[config.mk]
export PLATFORM = sky130hd
export DESIGN_NAME = sync_fifo_flex_flat
export DESIGN_NICKNAME = d
export VERILOG_FILES = /design/src/rtl/sync_fifo_flex_if.sv /design/src/rtl/sync_fifo_flex.sv /design/src/flat_wrapper.sv
export SDC_FILE = /design/constraint.sdc
export NUM_CORES = 2
export LEC_CHECK = 0
export ABC_CLOCK_PERIOD_IN_PS = 4700
export BUFFER_PORTS_ARGS = -buffer_cell sky130_fd_sc_hd__buf_4
export CAP_MARGIN = 40
export CORE_MARGIN = 5
export CORE_UTILIZATION = 57
export DETAILED_ROUTE_END_ITERATION = 7
export MAX_ROUTING_LAYER = met4
export PLACE_DENSITY_LB_ADDON = 0.12
export SETUP_SLACK_MARGIN = 0.1
export SYNTH_ARGS = -nofsm -noshare
export SYNTH_HDL_FRONTEND = slang
export SYNTH_SLANG_ARGS = --single-unit
[constraint.sdc]
create_clock -name clk -period 4.7 [get_ports clk]
set_clock_uncertainty 0.15 [all_clocks]
set_input_delay 0.47 -clock clk [delete_from_list [all_inputs] [get_ports clk]]
set_output_delay 0.47 -clock clk [all_outputs]
set_load 0.02 [all_outputs]
[src/rtl/sync_fifo_flex_if.sv]
// Bundle of the FIFO's request/data/status signals shared by producer, consumer and FIFO.
// The master modport belongs to the side that issues requests. The slave modport belongs to the FIFO.
interface sync_fifo_flex_if #(
    parameter int DEPTH      = 64,
    parameter int DATA_WIDTH = 32
);
    localparam int PTR_WIDTH = $clog2(DEPTH);

    logic                  flush;
    logic                  w_en;
    logic [DATA_WIDTH-1:0] data_in;
    logic                  r_en;
    logic [DATA_WIDTH-1:0] data_out;
    logic                  full;
    logic                  empty;
    logic                  almost_full;
    logic                  almost_empty;
    logic [PTR_WIDTH:0]    count;
    logic                  overflow;
    logic                  underflow;

    modport master (
        output flush, w_en, data_in, r_en,
        input  data_out, full, empty, almost_full, almost_empty, count, overflow, underflow
    );

    modport slave (
        input  flush, w_en, data_in, r_en,
        output data_out, full, empty, almost_full, almost_empty, count, overflow, underflow
    );
endinterface

[src/rtl/sync_fifo_flex.sv]
// Single-clock FIFO with fill count, almost flags, sticky overflow/underflow and an optional
// first-word-fall-through read port. It uses binary pointers with an extra wrap bit.
module sync_fifo_flex #(
    parameter int DEPTH         = 64,
    parameter int DATA_WIDTH    = 32,
    parameter int AFULL_THRESH  = DEPTH - 4,
    parameter int AEMPTY_THRESH = 4,
    parameter int FWFT          = 0
) (
    input  logic            clk,
    input  logic            rst_n,
    sync_fifo_flex_if.slave bus
);
    localparam int PTR_WIDTH = $clog2(DEPTH);
    localparam int CW        = PTR_WIDTH + 1;

    logic [CW-1:0]         wptr_q, wptr_d, rptr_q, rptr_d, count;
    logic [PTR_WIDTH-1:0]  waddr, raddr;
    logic                  overflow_q, overflow_d, underflow_q, underflow_d;
    logic                  full, empty, wr_ok, rd_ok;
    logic [DATA_WIDTH-1:0] mem_q [DEPTH];

    assign waddr = wptr_q[PTR_WIDTH-1:0];
    assign raddr = rptr_q[PTR_WIDTH-1:0];
    assign full  = (wptr_q[PTR_WIDTH] != rptr_q[PTR_WIDTH]) && (waddr == raddr);
    assign empty = (wptr_q == rptr_q);
    assign count = wptr_q - rptr_q;

    // Handshake: a write is taken when w_en && !full, and a read is taken when r_en && !empty.
    // Both use the flags at the start of the cycle. A refused request sets its sticky flag. flush overrides both.
    assign wr_ok = bus.w_en & ~full & ~bus.flush;
    assign rd_ok = bus.r_en & ~empty & ~bus.flush;

    always_comb begin
        wptr_d      = wptr_q;
        rptr_d      = rptr_q;
        overflow_d  = overflow_q;
        underflow_d = underflow_q;
        if (bus.flush) begin
            wptr_d      = '0;
            rptr_d      = '0;
            overflow_d  = 1'b0;
            underflow_d = 1'b0;
        end else begin
            if (wr_ok)              wptr_d      = wptr_q + CW'(1);
            if (rd_ok)              rptr_d      = rptr_q + CW'(1);
            if (bus.w_en && full)   overflow_d  = 1'b1;
            if (bus.r_en && empty)  underflow_d = 1'b1;
        end
    end

    always_ff @(posedge clk or negedge rst_n) begin
        if (!rst_n) begin
            wptr_q      <= '0;
            rptr_q      <= '0;
            overflow_q  <= 1'b0;
            underflow_q <= 1'b0;
        end else begin
            wptr_q      <= wptr_d;
            rptr_q      <= rptr_d;
            overflow_q  <= overflow_d;
            underflow_q <= underflow_d;
        end
    end

    // Storage is deliberately left out of reset.
    always_ff @(posedge clk) begin
        if (wr_ok) mem_q[waddr] <= bus.data_in;
    end

    generate
        if (FWFT != 0) begin : g_fwft
            assign bus.data_out = empty ? '0 : mem_q[raddr];
        end else begin : g_reg
            logic [DATA_WIDTH-1:0] rdata_q, rdata_d;

            always_comb begin
                rdata_d = rdata_q;
                if (rd_ok) rdata_d = mem_q[raddr];
            end

            always_ff @(posedge clk or negedge rst_n) begin
                if (!rst_n) rdata_q <= '0;
                else        rdata_q <= rdata_d;
            end

            assign bus.data_out = rdata_q;
        end
    endgenerate

    assign bus.full         = full;
    assign bus.empty        = empty;
    assign bus.count        = count;
    assign bus.almost_full  = (count >= CW'(AFULL_THRESH));
    assign bus.almost_empty = (count <= CW'(AEMPTY_THRESH));
    assign bus.overflow     = overflow_q;
    assign bus.underflow    = underflow_q;
endmodule

[src/flat_wrapper.sv]
// flat-port wrapper written by rule: the top's interface ports become plain ports
module sync_fifo_flex_flat 
#(
    parameter int DEPTH         = 64,
    parameter int DATA_WIDTH    = 32,
    parameter int AFULL_THRESH  = DEPTH - 4,
    parameter int AEMPTY_THRESH = 4,
    parameter int FWFT          = 0
)
  (clk, rst_n, bus_flush, bus_w_en, bus_data_in, bus_r_en, bus_data_out, bus_full, bus_empty, bus_almost_full, bus_almost_empty, bus_count, bus_overflow, bus_underflow);
  sync_fifo_flex_if #(.DEPTH(DEPTH), .DATA_WIDTH(DATA_WIDTH)) bus_i ();
  input  logic clk;
  input  logic rst_n;
  input wire logic [$bits(bus_i.flush)-1:0] bus_flush;
  input wire logic [$bits(bus_i.w_en)-1:0] bus_w_en;
  input wire logic [$bits(bus_i.data_in)-1:0] bus_data_in;
  input wire logic [$bits(bus_i.r_en)-1:0] bus_r_en;
  output wire logic [$bits(bus_i.data_out)-1:0] bus_data_out;
  output wire logic [$bits(bus_i.full)-1:0] bus_full;
  output wire logic [$bits(bus_i.empty)-1:0] bus_empty;
  output wire logic [$bits(bus_i.almost_full)-1:0] bus_almost_full;
  output wire logic [$bits(bus_i.almost_empty)-1:0] bus_almost_empty;
  output wire logic [$bits(bus_i.count)-1:0] bus_count;
  output wire logic [$bits(bus_i.overflow)-1:0] bus_overflow;
  output wire logic [$bits(bus_i.underflow)-1:0] bus_underflow;
  assign bus_i.flush = bus_flush;
  assign bus_i.w_en = bus_w_en;
  assign bus_i.data_in = bus_data_in;
  assign bus_i.r_en = bus_r_en;
  assign bus_data_out = bus_i.data_out;
  assign bus_full = bus_i.full;
  assign bus_empty = bus_i.empty;
  assign bus_almost_full = bus_i.almost_full;
  assign bus_almost_empty = bus_i.almost_empty;
  assign bus_count = bus_i.count;
  assign bus_overflow = bus_i.overflow;
  assign bus_underflow = bus_i.underflow;
  sync_fifo_flex #(.DEPTH(DEPTH), .DATA_WIDTH(DATA_WIDTH), .AFULL_THRESH(AFULL_THRESH), .AEMPTY_THRESH(AEMPTY_THRESH), .FWFT(FWFT)) u_core (.clk(clk), .rst_n(rst_n), .bus(bus_i));
endmodule
==> impl_metrics.tcl <==
set metrics [dict create \
    status "completed" \
    wl_um 202000 \
    critPathCaptureType "output pin" \
    start_util 0.575 \
    cp.arrival_ps 3650 \
    dr.pass1.iters 5 \
    whs_ps 28.1 \
    tightest_slew_ps 910 \
    max-cap-violations 0 \
    wl_per_cell_um 33.0 \
    port_buffers 81 \
    antenna_left 0 \
    power.total_uw 39800 \
    io_pins 82 \
    cts_tree "yes" \
    p_seq_frac 0.526 \
    period_share 0.909 \
    max-vdd-ir-drop_uv 326 \
    cts_buffers 204 \
    synth_enable_flop_cells 2048 \
    die-area_sq_um 149000 \
    die_w_um 386 \
    hold_path.class "in2reg" \
    yosysWarnings 0 \
    die_h_um 386 \
    seq_area_sq_um 62700 \
    p_comb_frac 0.081 \
    post_cts_buffers 0 \
    critPathTopFamily "flip-flops" \
    drc 0 \
    ctsResizeCount 0 \
    path_max_fanout 20 \
    worst_slack_ps 429 \
    vias_per_cell 6.57 \
    antenna_found_initial 4 \
    synth_top_family_by_area "multiplexers" \
    cp_common_cell "a21oi_1" \
    final-hold-violation-count 0 \
    num_vias 40209 \
    insertion_delay_ps 820 \
    slew_headroom 0.391 \
    fin_setup_tns_ps 0 \
    setup.worst_path.class "reg2out" \
    crit_buf_inv 2 \
    grt_max_degree 114 \
    place_ws_ps 780 \
    switchingPower_uw 8860 \
    yosysUniqueCellTypes 56 \
    first_iter_violations 4725 \
    holdBufCountCts 7 \
    syn-cell-area_sq_um 80400 \
    yosysSeqAreaShare 0.780 \
    clkPwrFrac 0.393 \
    cts.sinks 2096 \
    setup_viol 0 \
    yosys.area_share.simple 0.0188 \
    nFillCells 9287 \
    postSynthCellCount 3824 \
    async_flop_share 0.0229 \
    synthTopCellsByCount "edfxtp_1 (2048), mux4_2 (385), mux2i_1 (250)" \
    hpwl_um 111000 \
    grt_pass1_wl_um 290000 \
    worstPathRequired_ps 4080 \
    clockBufferDepth 3 \
    sw_frac_of_total 0.223 \
    clkSlewWorstSetupHoldPaths_ps 60 \
    area_growth_pct 13.6 \
    internal-power_uw 30900 \
    synth_compound_area_frac 0.0403 \
    yosysMostFrequentCell "edfxtp_1" \
    cpPeakStageDelay_ps 740 \
    cts_root_buf "clkbuf_16" \
    max_freq_mhz 234 \
    grt_usage 0.283 \
    synthFlopType "edfxtp_1" \
    fin_crit_ps 4270 \
    final_core_util 0.653 \
    drive_gt1_frac 0.240 \
    multi_input_area_sq_um 17100 \
    core_area_sq_um 140000 \
    ys_ff_latch 2096 \
    synth_area_leaders "edfxtp_1 (77%), mux4_2 (11%), mux2i_1 (3.1%), dfrtp_1 (1.5%), a22oi_1 (1.4%)" \
    overflow 0 \
    synth_top_area_frac 0.765 \
    row_count 137 \
    power_density_nw_per_um2 436 \
    synth_xor_xnor_area_share 0.00163 \
    yosysTopAreaCell "edfxtp_1" \
    htree_levels 4 \
    gp_congestion 0.834 \
    leakage_uw 0.0279 \
    synthAdderAreaFrac 0.00149 \
    first_global_vias 39941 \
    synth.avg_cell_area_sq_um 21.0 \
    rsz0062_at_grt "no" \
    final_net_count 4118 \
    start_kind "flop" \
    crit_chain "ha_1 -> inv_1 -> fa_1 -> a21o_1 -> a21oi_1 -> o21bai_1 -> a21oi_1 -> xnor2_1 -> nor4bb_1 -> buf_4" \
    final-max-slew-violation-count 0 \
    synthMuxAreaShare 0.144 \
    critPathSlowestCell "dfrtp_4" \
    synth_nets 3870 \
]
-- state kept, by name, indices dropped and copies added, names as in the netlist --
| name | cells |
|---|---|
| u_core.bus.data_out | 32 |
| u_core.wptr_q | 7 |
| u_core.mem_q | 2048 |
| u_core.bus.underflow | 1 |
| u_core.rptr_q | 7 |
| u_core.bus.overflow | 1 |
-- path summary, 6_finish.rpt --
path,start,end,slack (ps),depth (start not counted)
worst max-delay path,u_core.rptr_q[0],bus_almost_empty,430,10
worst min-delay path,bus_data_in[8],u_core.mem_q[18][8],30,1
worst max register to register,u_core.rptr_q[0],u_core.mem_q[10][15],710,8
worst min register to register,u_core.bus.data_out[9],u_core.bus.data_out[9],400,1
max in group asynchronous,rst_n,u_core.bus.data_out[15],3990,3
min in group asynchronous,rst_n,u_core.rptr_q[6],60,3
-- kinds of logic after synthesis --
logic type,after synthesis
buffers and inverters,224
xor gates and xnor gates,15
adders and majority gates,9
muxes,671
AOI/OAI and AO/OA,462
and+or+nand+nor,347
DFF,2096
-- power by group through the flow --
stage          Combinational, uW  Clock, uW  Sequential, uW
2_1_floorplan               1920          0           21300
3_3_place_gp                3200          0           21300
3_5_place_dp                3250          0           21300
4_1_cts                     3270      15800           20900
5_1_grt                     3450      16700           20900
6_report                    3230      15600           21000
-- cell usage in the layout, fill, tap and decap left out, drive strengths merged, types with 10 or more instances in the layout --
| cell type | count |
|---|---|
| nor3 | 12 |
| o21ai | 41 |
| buf | 244 |
| a21boi | 19 |
| a211oi | 21 |
| inv | 23 |
| nand3 | 35 |
| nand4 | 24 |
| o32a | 22 |
| dfrtp | 48 |
| o221ai | 11 |
| edfxtp | 2048 |
| mux2i | 250 |
| clkinv | 90 |
| xnor2 | 10 |
| nor2 | 109 |
| mux4 | 385 |
| a22oi | 150 |
| nand2 | 143 |
| bufinv | 14 |
| a21oi | 96 |
| a31oi | 23 |
| clkbuf | 257 |
| mux2 | 36 |
| a22o | 26 |
| a221oi | 21 |
-- routing by layer --
metal,wire length [um],up-vias,track usage
met5,0,-,-
met4,5390,0,0.0745
met3,15900,292,0.0440
met2,97300,1861,0.435
met1,83200,21541,0.408
li1,-,16515,-
-- layout make-up --
cell class,count,share of cell area
antenna,2,0.0000548
clock buffer,257,0.0590
clock inverter,115,0.0106
inverter,15,0.000644
multi-input combinational,1504,0.188
sequential,2096,0.687
tap,1876,0.0257
timing repair buffer,251,0.0297
-- per-stage QoR --
step,area (sq um),cells
global route,91300,6116
global placement,84800,5728
floorplan,80400,3824
detailed placement,84900,5735
finish,91300,6116
CTS,91300,6114
No activity file was read; power rests on OpenSTA's default activity.
